<file path="src/rtl/cpu_pkg.sv">
// Shared definitions for the 8-bit RISC CPU: widths, opcodes, register codes
// and bus mux select codes. Imported by the datapath and the control unit.
package cpu_pkg;

    localparam int unsigned word_size   = 8;
    localparam int unsigned opcode_size = 4;
    localparam int unsigned sel1_size   = 3;
    localparam int unsigned sel2_size   = 2;

    // Instruction opcodes (IR[7:4])
    localparam logic [opcode_size-1:0] NOP = 4'd0;
    localparam logic [opcode_size-1:0] ADD = 4'd1;
    localparam logic [opcode_size-1:0] SUB = 4'd2;
    localparam logic [opcode_size-1:0] AND = 4'd3;
    localparam logic [opcode_size-1:0] NOT = 4'd4;
    localparam logic [opcode_size-1:0] RD  = 4'd5;
    localparam logic [opcode_size-1:0] WR  = 4'd6;
    localparam logic [opcode_size-1:0] BR  = 4'd7;
    localparam logic [opcode_size-1:0] BRZ = 4'd8;

    // General-purpose register codes
    localparam logic [1:0] r0 = 2'd0;
    localparam logic [1:0] r1 = 2'd1;
    localparam logic [1:0] r2 = 2'd2;
    localparam logic [1:0] r3 = 2'd3;

    // Bus-1 source selects
    localparam logic [sel1_size-1:0] SEL1_R0 = 3'd0;
    localparam logic [sel1_size-1:0] SEL1_R1 = 3'd1;
    localparam logic [sel1_size-1:0] SEL1_R2 = 3'd2;
    localparam logic [sel1_size-1:0] SEL1_R3 = 3'd3;
    localparam logic [sel1_size-1:0] SEL1_PC = 3'd4;

    // Bus-2 source selects
    localparam logic [sel2_size-1:0] SEL2_ALU  = 2'd0;
    localparam logic [sel2_size-1:0] SEL2_BUS1 = 2'd1;
    localparam logic [sel2_size-1:0] SEL2_MEM  = 2'd2;

endpackage

</file>
<file path="src/rtl/alu_unit.sv">
// Combinational ALU of the datapath.
// Ports: a (Y register), b (bus_1), opcode (IR[7:4]) -> alu_out (8-bit modulo).
module alu_unit
    import cpu_pkg::*;
(
    input  logic [word_size-1:0]   a,
    input  logic [word_size-1:0]   b,
    input  logic [opcode_size-1:0] opcode,
    output logic [word_size-1:0]   alu_out
);

    // Result select; carry/borrow are dropped by the 8-bit width
    always_comb begin
        alu_out = '0;
        case (opcode)
            ADD:     alu_out = word_size'(a + b);
            SUB:     alu_out = word_size'(b - a);
            AND:     alu_out = a & b;
            NOT:     alu_out = ~b;
            default: alu_out = '0;
        endcase
    end

endmodule

</file>
<file path="src/rtl/processing_unit.sv">
// Datapath of the 8-bit RISC CPU: R0-R3, PC, IR, Y, Z and the memory address
// register, connected through two internal buses and the ALU.
// Ports:
//   clk, rst (sync, active-low)
//   load_r0..load_r3, load_pc, inc_pc, load_ir, load_y, load_z, load_addr_reg
//   sel_bus_1_mux (R0..R3, PC), sel_bus_2_mux (ALU, bus_1, mem_word)
//   mem_word       memory read data
//   instruction    IR contents to the control unit
//   zero           Z flag to the control unit
//   address        address register to memory
//   bus_1          bus-1 value, also memory write data (combinational)
module processing_unit
    import cpu_pkg::*;
(
    input  logic                 clk,
    input  logic                 rst,
    input  logic                 load_r0,
    input  logic                 load_r1,
    input  logic                 load_r2,
    input  logic                 load_r3,
    input  logic                 load_pc,
    input  logic                 inc_pc,
    input  logic                 load_ir,
    input  logic                 load_y,
    input  logic                 load_z,
    input  logic                 load_addr_reg,
    input  logic [sel1_size-1:0] sel_bus_1_mux,
    input  logic [sel2_size-1:0] sel_bus_2_mux,
    input  logic [word_size-1:0] mem_word,
    output logic [word_size-1:0] instruction,
    output logic                 zero,
    output logic [word_size-1:0] address,
    output logic [word_size-1:0] bus_1
);

    logic [word_size-1:0] r_r0, r_r1, r_r2, r_r3;
    logic [word_size-1:0] r_pc, r_ir, r_y, r_addr;
    logic                 r_z;

    logic [word_size-1:0] w_bus_1;
    logic [word_size-1:0] w_bus_2;
    logic [word_size-1:0] w_alu_out;

    // Bus-1 source mux; unused codes drive zero
    always_comb begin
        w_bus_1 = '0;
        case (sel_bus_1_mux)
            SEL1_R0: w_bus_1 = r_r0;
            SEL1_R1: w_bus_1 = r_r1;
            SEL1_R2: w_bus_1 = r_r2;
            SEL1_R3: w_bus_1 = r_r3;
            SEL1_PC: w_bus_1 = r_pc;
            default: w_bus_1 = '0;
        endcase
    end

    // Bus-2 source mux; unused code drives zero
    always_comb begin
        w_bus_2 = '0;
        case (sel_bus_2_mux)
            SEL2_ALU:  w_bus_2 = w_alu_out;
            SEL2_BUS1: w_bus_2 = w_bus_1;
            SEL2_MEM:  w_bus_2 = mem_word;
            default:   w_bus_2 = '0;
        endcase
    end

    alu_unit u_alu (
        .a       (r_y),
        .b       (w_bus_1),
        .opcode  (r_ir[word_size-1 -: opcode_size]),
        .alu_out (w_alu_out)
    );

    // General-purpose registers; several may capture bus_2 in the same cycle
    always_ff @(posedge clk) begin
        if (!rst) begin
            r_r0 <= '0;
            r_r1 <= '0;
            r_r2 <= '0;
            r_r3 <= '0;
        end else begin
            if (load_r0) r_r0 <= w_bus_2;
            if (load_r1) r_r1 <= w_bus_2;
            if (load_r2) r_r2 <= w_bus_2;
            if (load_r3) r_r3 <= w_bus_2;
        end
    end

    // Program counter: load has priority over increment, increment wraps
    always_ff @(posedge clk) begin
        if (!rst) begin
            r_pc <= '0;
        end else if (load_pc) begin
            r_pc <= w_bus_2;
        end else if (inc_pc) begin
            r_pc <= word_size'(r_pc + word_size'(1));
        end
    end

    // Instruction, operand and address registers
    always_ff @(posedge clk) begin
        if (!rst) begin
            r_ir   <= '0;
            r_y    <= '0;
            r_addr <= '0;
        end else begin
            if (load_ir)       r_ir   <= w_bus_2;
            if (load_y)        r_y    <= w_bus_2;
            if (load_addr_reg) r_addr <= w_bus_2;
        end
    end

    // Zero flag from the ALU result of the current IR and Y
    always_ff @(posedge clk) begin
        if (!rst) begin
            r_z <= 1'b0;
        end else if (load_z) begin
            r_z <= (w_alu_out == '0);
        end
    end

    assign instruction = r_ir;
    assign zero        = r_z;
    assign address     = r_addr;
    assign bus_1       = w_bus_1;

endmodule

</file>
<file path="config.mk">
export PLATFORM = sky130hd
export DESIGN_NAME = processing_unit
export DESIGN_NICKNAME = d
export VERILOG_FILES = /design/src/rtl/cpu_pkg.sv /design/src/rtl/alu_unit.sv /design/src/rtl/processing_unit.sv
export SDC_FILE = /design/constraint.sdc
export NUM_CORES = 1
export LEC_CHECK = 0
export CAP_MARGIN = 25
export CORE_MARGIN = 1.5
export CORE_UTILIZATION = 40
export CTS_CLUSTER_DIAMETER = 50
export DETAILED_ROUTE_END_ITERATION = 6
export PLACE_DENSITY_LB_ADDON = 0.12
export SETUP_SLACK_MARGIN = 0.05
export SLEW_MARGIN = 0
export SYNTH_ARGS = -nofsm -noshare
export SYNTH_HDL_FRONTEND = slang
export SYNTH_SLANG_ARGS = --single-unit
</file>
<file path="constraint.sdc">
create_clock -name clk -period 3.1 [get_ports clk]
set_input_delay 0.465 -clock clk [delete_from_list [all_inputs] [get_ports clk]]
set_output_delay 0.465 -clock clk [all_outputs]
set_load 0.01 [all_outputs]
</file>
==> impl_metrics.tcl, run 1 <==
set metrics [dict create \
    vdd_drop_max_uv 322 \
    synthSimpleGateAreaFrac 0.170 \
    power_switching_w 0.000801 \
    drt_iter0_drc 182 \
    vias 3812 \
    worstSetupEndpointType "register" \
    synthesis.nets 479 \
    synth_compound_gate_area_share 0.300 \
    routed_via_density 5.68 \
    grt_max_degree 66 \
    timing_worst_setup_path_type "in2reg" \
    power_density_nw_per_um2 457 \
    rsz0062_at_grt "true" \
    pwr-share-clk 0.247 \
    portBuffers 49 \
    pre_cts_slack_ns -0.783 \
    initial_utilization 0.415 \
    synthesis.area_sq_um 3650 \
    antenna_found_initial 0 \
    cp_max_fo 4 \
    seq_power_share 0.386 \
    yosysTopAreaCellShare 0.356 \
    fin_crit_sh 1.02 \
    gp_congestion 0.895 \
    synth_xor_xnor_area_share 0.0383 \
    max_slew_margin 0.614 \
    maxSlewViolCount 0 \
    ys_ff_latch 65 \
    setup_viol 16 \
    hpwlAfterDp_mm 8.27 \
    hold_violations 0 \
    cp.arrival_ns 3.44 \
    ys_seq_area_frac 0.356 \
    ios 50 \
    synthArstFlopShare 0 \
    worstPathRequired_ns 3.37 \
    htreeDepth 3 \
    synth_top_family_by_area "compound AO/OA/AOI/OAI gates" \
    max_slew.worst_pin.slew_ns 0.578 \
    drtPass1Iterations 7 \
    finalCriticalPeriod_ns 3.17 \
    cts_tree "yes" \
    antenna_left 0 \
    status "finished with violations" \
    synth-main-ff-cell "dfxtp_1" \
    violations "DRC, setup timing" \
    synth.area.mux_share 0.0448 \
    rows 34 \
    post-route-util 0.607 \
    synth_area_leader_cell "dfxtp_1" \
    fmax_mhz 316 \
    synth_fa_ha_area_frac 0.0397 \
    worst_slack_ns -0.0652 \
    diodes 0 \
    min_path_type "reg2reg" \
    clock_latency_ns 0.34 \
    die_x_microns 98.6 \
    cts_num_sinks 65 \
    post_drt_wl_per_cell_microns 17.7 \
    synthToLayoutAreaGrowth_pct 46.3 \
    drc_errors 6 \
    fp.dieH_microns 98.6 \
    numCtsBuffers 9 \
    reg2reg_depth 10 \
    grt_pass1_vias 3643 \
    cp-start-kind "primary input" \
    grt_pass1_wl_mm 18.8 \
    grt-ovfl-total 0 \
    synth_cell_type_count 64 \
    multiInputGateArea_sq_um 2470 \
    switching_share 0.328 \
    die_area_sq_um 9720 \
    synth-edff-count 0 \
    path_clk_slew_ns 0.07 \
    syn_inst 443 \
    nNetsFinal 595 \
    drive_above_1_share 0.306 \
    track_usage 0.248 \
    wl_mm 11.9 \
    setup_tns_ns -0.388 \
    core_sq_um 8810 \
    seq_area_sq_um 1300 \
    hold_depth 2 \
    finClkSkew_ns 0.0131 \
    synthTopCellsByArea "dfxtp_1, a21oi_1, o21ai_0" \
    ys_warn_count 0 \
    maxCapViolations 0 \
    power_w 0.00244 \
    avgSynthCellArea_sq_um 8.25 \
    root_buffer "clkbuf_8" \
    nFillCells 783 \
    power.leakage_nw 2.09 \
    comb_power_share 0.366 \
    cts_buffer_depth 2 \
    internal_power_w 0.00164 \
]
==> path summary, 6_finish.rpt <==
| kind | start | end | slack [ns] |
|---|---|---|---|
| min | zero$_SDFFE_PN0P_ | zero$_SDFFE_PN0P_ | 0.51 |
| min reg2reg | zero$_SDFFE_PN0P_ | zero$_SDFFE_PN0P_ | 0.51 |
| max reg2reg | instruction[4]$_SDFFE_PN0P_ | zero$_SDFFE_PN0P_ | -0.01 |
| max | sel_bus_1_mux[0] | zero$_SDFFE_PN0P_ | -0.07 |
==> cell type report <==
| cell class | count | share of cell area |
|---|---|---|
| well taps | 108 | 0.0253 |
| clock buffers | 10 | 0.0239 |
| repair buffers | 136 | 0.232 |
| inverters | 10 | 0.00749 |
| clock inverters | 5 | 0.00632 |
| multi-input cells | 337 | 0.461 |
| flip-flops and latches | 65 | 0.244 |
==> metrics by stage <==
step	area, sq um	cells	hold WS (ns)
final	5350	671	0.506
after global routing	5350	671	0.530
after CTS	5100	665	0.510
after detailed placement	4740	637	0.498
after global placement	4740	637	0.472
after floorplan	3740	443	0.481
==> cell usage after synthesis, types with 3 or more instances <==
master	n
a21oi_1	73
o21ai_0	70
dfxtp_1	65
clkbuf_1	23
nand2_1	17
nand3b_1	16
nor2_1	14
xnor2_1	14
mux2i_1	13
nor3_1	12
a31oi_1	10
ha_1	10
inv_1	10
nand2b_1	7
nand3_1	5
a2bb2oi_1	4
buf_2	4
o21ai_1	4
a21o_1	3
buf_6	3
nand4_1	3
nor3b_1	3
nor4_1	3
or3_1	3
or4_1	3
==> worst max-delay path, cell delays in order <==
cell and delay, ns:
buf_6 0.09, buf_6 0.12, buf_6 0.11, nand3b_1 0.16
a21oi_2 0.15, a311oi_2 0.06, buf_4 0.17, buf_6 0.11
fa_2 0.56, nor3_2 0.05, o21bai_1 0.19, mux2i_2 0.11
buf_4 0.14, or4_1 0.39, or4_4 0.43, o21ai_2 0.12
==> power by group through the flow <==
stage               clock network [W]  logic (W)  registers, W
global placement                    0   0.000721      0.000959
CTS                          0.000617   0.000802      0.000941
detailed placement                  0   0.000730      0.000959
floorplan                           0   0.000409      0.000956
finish                       0.000604   0.000895      0.000943
global route                 0.000659   0.000962      0.000950
==> placed cells by master (no fill, tap or decap), types with 4 or more instances in the layout <==
cell and n:
a21oi_1 51, a21oi_2 23, a2bb2oi_1 4, a31oi_1 10, buf_4 73, buf_6 10, clkbuf_8 9, clkdlybuf4s50_1 46
dfxtp_1 64, ha_1 6, inv_1 7, mux2i_1 12, nand2_1 17, nand2b_1 7, nand3_1 5, nand3b_1 16
nor2_1 11, nor3_1 11, o21ai_0 68, o21ai_2 4, xnor2_1 10, xnor2_2 4
==> timing repair <==
| item | in CTS | in global routing |
|---|---|---|
| cloned | 0 | 0 |
| setup endpoints to repair | 67 | 56 |
| hold buffers | 0 | 0 |
| pin swaps | 18 | 36 |
| buffers inserted | 13 | 8 |
| resized for setup | 35 | 40 |
==> layer usage <==
metal,share of wire,up-vias,track usage
met5,0,-,0
met2,0.45,103,0.393
met3,0.048,8,0.0511
met4,0.0062,0,0.0659
li1,-,1872,-
met1,0.49,1829,0.345
==> registers in the layout, summed over array words and instances (netlist names) <==
name and flops:
r_y 8, r_r3 8, instruction 8, r_pc 8
r_r0 8, address 8, r_r1 8, zero 1
r_r2 8
==> cells by family (layout without fill, tap and decap cells) <==
family | Yosys count | count (layout)
compound gates | 191 | 191
simple gates | 103 | 103
flops | 65 | 65
buf+inv | 41 | 161
xor+xnor | 16 | 16
mux | 16 | 16
fa+ha+maj | 11 | 11
(Power assumes the default switching activity.)
==> run 2: changes to the inputs <==
SYNTH_HIERARCHICAL = 1   (was unset)
==> run 2 against run 1 <==
The run ends with setup timing left. Setup slack lost 0.059 ns. Critical path depth is the same. Wire length shrank 2.6%. Via count shrank 5.1%. Worst hold slack lost 0.022 ns. Cell area shrank 1.5%. Area after synthesis shrank 4.8%. Critical path type unchanged. Critical endpoint is now r_pc[7]$_SDFFE_PN0P_.
==> impl_metrics.tcl, run 2 <==
set metrics [dict create \
    status "finished with violations" \
    internal_power_w 0.00171 \
    rows 33 \
    power_switching_w 0.000837 \
    reg2reg_depth 16 \
    nNetsFinal 558 \
    hold_violations 0 \
    synth_xor_xnor_area_share 0.0424 \
    power_density_nw_per_um2 484 \
    synth_cell_type_count 49 \
    worstPathCellList "buf_2 > buf_6 > mux2_4 > a32o_2 > or2_4 > ha_4 > a21o_1 > a31oi_4 > o21ai_2 > xnor2_1 > o221ai_2 > mux2i_1 > o22ai_1 > a221oi_2 > buf_6 > a2111oi_4" \
    cts_tree "yes" \
    ys_seq_area_frac 0.374 \
    finalCriticalPeriod_ns 3.22 \
    grt_pass1_wl_mm 17.8 \
    syn_inst 399 \
    grt-ovfl-total 0 \
    rrSetupSlack_ns -0.12 \
    synth_top_family_by_area "compound AO/OA/AOI/OAI gates" \
    worstSetupEndpointType "register" \
    maxSlewViolCount 0 \
    crit_top_cell "buf_6" \
    synth-main-ff-cell "dfxtp_1" \
    antenna_found_initial 0 \
    rsz0062_at_grt "true" \
    diodes 0 \
    layout_commonest_cell "buf_4" \
    switching_share 0.328 \
    grt_max_degree 30 \
    synthArstFlopShare 0 \
    cp.arrival_ns 3.47 \
    placed_area_sq_um 4610 \
    path_clk_slew_ns 0.09 \
    synth-edff-count 0 \
    cp_slowest_stage_delay_ns 0.33 \
    core_sq_um 8340 \
    cts_num_sinks 65 \
    antenna_left 0 \
    comb_power_share 0.328 \
    synthesis.area_sq_um 3480 \
    rr_startpoint "instruction[6]$_SDFFE_PN0P_" \
    htreeDepth 3 \
    yosysTopAreaCellShare 0.374 \
    synth_compound_gate_area_share 0.337 \
    cp_max_fo 8 \
    drt_iter0_drc 211 \
    ios 50 \
    die_area_sq_um 9270 \
    r2r_end "r_pc[7]$_SDFFE_PN0P_" \
    clock_latency_ns 0.35 \
    min_path_type "reg2reg" \
    routed_via_density 5.73 \
    timing_worst_setup_path_type "in2reg" \
    crit_slowest_cell "a2111oi_4" \
    ys_warn_count 6 \
    portBuffers 49 \
    worstPathRequired_ns 3.35 \
    post_drt_wl_per_cell_microns 18.3 \
    startpoint "sel_bus_1_mux[0]" \
    final_area_sq_um 5270 \
    hpwlAfterDp_mm 8.05 \
    max_slew_margin 0.565 \
    pre_cts_slack_ns -1.06 \
    ys_ff_latch 65 \
    maxCapViolations 0 \
    synthTopCellsByArea "dfxtp_1, a21oi_1, o21ai_0" \
    netlist_top_cells_count "a21oi_1, dfxtp_1, o21ai_0, clkbuf_1" \
    cts_buffer_depth 2 \
    fp.dieH_microns 96.3 \
    pwr-share-clk 0.304 \
    violations "setup timing" \
    power.leakage_nw 2.01 \
    wl_mm 11.6 \
    avgSynthCellArea_sq_um 8.72 \
    whs_ns 0.484 \
    synthesis.nets 435 \
    synthSimpleGateAreaFrac 0.114 \
    vdd_drop_max_uv 356 \
    track_usage 0.259 \
    setup_viol 44 \
    hold_depth 2 \
    initial_utilization 0.417 \
    synth.area.mux_share 0.0500 \
    synth_fa_ha_area_frac 0.0417 \
    finClkSkew_ns 0.0120 \
    seq_power_share 0.368 \
    fin_crit_sh 1.04 \
    worst_slack_ns -0.124 \
    grt_pass1_vias 3372 \
    place_inst 600 \
    power_w 0.00255 \
    vias 3619 \
    critPathBufInv 3 \
    max_slew.worst_pin.slew_ns 0.651 \
    synth_area_leader_cell "dfxtp_1" \
    numCtsBuffers 9 \
    gp_congestion 0.907 \
    drive_above_1_share 0.349 \
    drc_errors 0 \
    yosysMostFrequentCell "a21oi_1" \
    root_buffer "clkbuf_8" \
    min-delay-start "zero$_SDFFE_PN0P_" \
    synthToLayoutAreaGrowth_pct 51.4 \
    final_cell_mix "buf_4, dfxtp_1, o21ai_0" \
    whs_endpoint "zero$_SDFFE_PN0P_" \
    critPathTopFamily "compound AO/OA/AOI/OAI gates" \
    drtPass1Iterations 5 \
    cp-start-kind "primary input" \
    fmax_mhz 310 \
    die_x_microns 96.3 \
    fin_cells 632 \
]
## run 2: changes by cell type after synthesis, sizes merged, moves of 7 or more
cell and change:
o22ai +12, o311ai +7, a221oi +7, nand2 -10
nand3b -12, o21ai -20
## run 2: power groups by stage
stage	combinational (W)	sequential [W]	clock [W]
after global placement	0.000658	0.000953	0
after global routing	0.000900	0.000944	0.000822
after CTS	0.000751	0.000936	0.000789
after detailed placement	0.000661	0.000954	0
final	0.000836	0.000938	0.000776
after floorplan	0.000354	0.000956	0
## run 2: cells by family after synthesis
| logic type | after synthesis |
|---|---|
| buffers and inverters | 37 |
| flip-flops | 65 |
| multiplexers | 17 |
| AND/OR/NAND/NOR | 64 |
| AO/OA/AOI/OAI | 189 |
| adder cells (fa/ha/maj) | 11 |
| XOR/XNOR | 16 |
## run 2: worst max path at each step
| stage | end | cells past startpoint |
|---|---|---|
| 2_1_floorplan | address[6]$_SDFFE_PN0P_ | 19 |
| 3_3_place_gp | r_pc[7]$_SDFFE_PN0P_ | 16 |
| 3_5_place_dp | r_r1[6]$_SDFFE_PN0P_ | 18 |
| 4_1_cts | r_pc[6]$_SDFFE_PN0P_ | 15 |
| 5_1_grt | r_pc[7]$_SDFFE_PN0P_ | 16 |
| 6_report | r_pc[7]$_SDFFE_PN0P_ | 16 |
## run 2: cell type report
cell class,instances,area (sq um)
fillers,713,3070
clock buffers,9,124
well taps,105,131
multi-input cells,297,2370
flip-flops and latches,65,1300
clock inverters,7,83.8
inverters,11,41.3
repair buffers,138,1210
## run 2: what timing repair did
| item | 4_1_cts | 5_1_grt |
|---|---|---|
| gates resized for setup | 46 | 29 |
| pin swaps | 18 | 19 |
| hold buffers | 0 | 0 |
| setup buffers | 14 | 4 |
| endpoints found under the setup margin | 61 | 53 |
## run 2: tightest hold or removal path, cell delays in order, from the launching register on
cell,delay (ns)
dfxtp_1,0.32
nand2b_1,0.06
a21oi_1,0.06
## run 2: per-layer routing
metal	share of wire	vias to the layer above	GRT usage	wire (microns)
met1	0.45	1717	0.350	5260
met4	0.016	0	0.0833	180
met5	0	-	0	0
met3	0.062	16	0.0529	716
met2	0.47	120	0.413	5430
li1	-	1766	-	-
## run 2: stage by stage
stage / setup TNS [ns] / util
after floorplan: -3.06 / -
after global placement: -41.68 / 0.553
after detailed placement: -45.29 / 0.553
after CTS: -0.800 / 0.613
after global routing: -11.41 / 0.632
final: -2.45 / 0.632
==> run 3: changes to the inputs <==
GPL_ROUTABILITY_DRIVEN = 0   (was unset)
SYNTH_HIERARCHICAL = unset   (was 1)
==> run 3 against run 2 <==
The run ends with DRC left. Highest routed layer unchanged. Combinational power decreased by 3.8%. Via count increased by 3.1%. Worst hold slack improved by 0.027 ns. Critical path depth decreased by 1. Die area increased by 4.9%. Setup slack improved by 0.18 ns. Sequential share of layout area increased by 0.71 points. Critical endpoint is now r_r2[7]$_SDFFE_PN0P_. Global-route usage decreased by 1.5 points. First-iteration DRC count decreased by 17%. Utilization decreased by 5.0 points. Cell count increased by 3.8%.
==> impl_metrics.tcl, run 3 (synthesis results as in run 1) <==
set metrics [dict create \
    die_x_microns 98.6 \
    finalCriticalPeriod_ns 3.05 \
    met3_usage 0.0440 \
    r2r_end "zero$_SDFFE_PN0P_" \
    grt_pass1_wl_mm 18.7 \
    rows 34 \
    layout_commonest_cell "o21ai_0" \
    final_cell_mix "o21ai_0, dfxtp_1, buf_4" \
    power.leakage_nw 2.00 \
    cp_max_fo 8 \
    finClkSkew_ns 0.0124 \
    violations "DRC" \
    post_drt_wl_per_cell_microns 17.8 \
    status "finished with violations" \
    routed_via_density 5.69 \
    cts_num_sinks 65 \
    clock_latency_ns 0.34 \
    whs_endpoint "zero$_SDFFE_PN0P_" \
    drive_above_1_share 0.261 \
    antenna_left 0 \
    nFillCells 794 \
    globalRouteMet1Util 0.339 \
    cp-start-kind "primary input" \
    whs_ns 0.511 \
    startpoint "sel_bus_1_mux[0]" \
    fin_cells 656 \
    timing_worst_setup_path_type "in2reg" \
    initial_utilization 0.415 \
    grt_max_degree 66 \
    antenna_found_initial 0 \
    maxCapViolations 0 \
    root_buffer "clkbuf_8" \
    maxSlewViolCount 0 \
    min_path_type "reg2reg" \
    vias 3731 \
    setup_tns_ns 0 \
    reg2reg_depth 9 \
    power_w 0.00248 \
    rsz0062_at_grt "true" \
    grt-ovfl-total 0 \
    hpwlAfterDp_mm 8.02 \
    htreeDepth 3 \
    core_sq_um 8810 \
    nNetsFinal 579 \
    setup_viol 0 \
    drc_errors 3 \
    fin_crit_sh 0.983 \
    ios 50 \
    cts_buffer_depth 2 \
    place_inst 630 \
    cp.arrival_ns 3.25 \
    track_usage 0.245 \
    die_area_sq_um 9720 \
    drtPass1Iterations 6 \
    max_slew.worst_pin.slew_ns 0.560 \
    min-delay-start "zero$_SDFFE_PN0P_" \
    worstSetupEndpointType "register" \
    busiest_layer "met2" \
    vdd_drop_max_uv 370 \
    grt_pass1_vias 3519 \
    worstPathRequired_ns 3.30 \
    synthToLayoutAreaGrowth_pct 40.2 \
    drt_iter0_drc 175 \
    rr_startpoint "instruction[6]$_SDFFE_PN0P_" \
    fp.dieH_microns 98.6 \
    cts_tree "yes" \
    rrSetupSlack_ns 0.11 \
    power_density_nw_per_um2 483 \
    path_clk_slew_ns 0.07 \
    ctsHoldBuffers 0 \
    portBuffers 49 \
    numCtsBuffers 9 \
    diodes 0 \
    fmax_mhz 328 \
    grt_use_met2 0.382 \
    wl_mm 11.7 \
    hold_violations 0 \
    max_slew_margin 0.625 \
    hold_depth 2 \
]
## run 3: layout make-up
class,count,area [sq um],area share
inverter,10,37.5,0.00733
multi-input combinational,337,2390,0.467
tap,108,135,0.0264
clock inverter,6,67.6,0.0132
clock buffer,10,128,0.0249
timing repair buffer,120,1060,0.207
sequential,65,1300,0.255
## run 3: repair_timing
| item | 4_1_cts | 5_1_grt |
|---|---|---|
| endpoints found under the setup margin | 68 | 41 |
| pin swaps | 15 | 23 |
| setup buffers | 7 | 3 |
| resized for setup | 27 | 29 |
## run 3: how the worst max path moves through the flow
stage                                      end  slack (ns)
final                     r_r2[7]$_SDFFE_PN0P_        0.05
after global routing         zero$_SDFFE_PN0P_       -0.05
after CTS                    zero$_SDFFE_PN0P_       -0.03
after detailed placement     zero$_SDFFE_PN0P_       -0.75
after global placement    r_r3[7]$_SDFFE_PN0P_       -0.72
after floorplan              zero$_SDFFE_PN0P_      -0.005
## run 3: metal layers
| layer | routed length (microns) | vias up |
|---|---|---|
| li1 | - | 1849 |
| met1 | 5530 | 1765 |
| met2 | 5310 | 100 |
| met3 | 587 | 17 |
| met4 | 237 | 0 |
| met5 | 0 | - |
## run 3: worst max-delay path, stage by stage
cell and delay [ns]:
buf_6 0.07, buf_4 0.13, mux2i_2 0.25, nor2_1 0.08, a311oi_2 0.37, buf_4 0.18, inv_1 0.05, ha_1 0.28
and3b_1 0.21, o21ai_2 0.25, nor4_2 0.07, or3_4 0.36, a41oi_4 0.24, buf_12 0.16, a21oi_1 0.07
## run 3: power by group
group | switching (W) | internal [W] | leakage (nW)
Clock | 0.000352 | 0.000376 | 0.0982
Combinational | 0.000409 | 0.000396 | 1.36
Sequential | 0.0000465 | 0.000898 | 0.538
## run 3: stage by stage
stage	utilization	instance area (sq um)	setup WS (ns)
after detailed placement	0.531	4670	-0.751
after global placement	0.531	4670	-0.722
after floorplan	-	3740	-0.00483
after global routing	0.582	5120	-0.0466
after CTS	0.568	5000	-0.0303
final	0.582	5120	0.0520
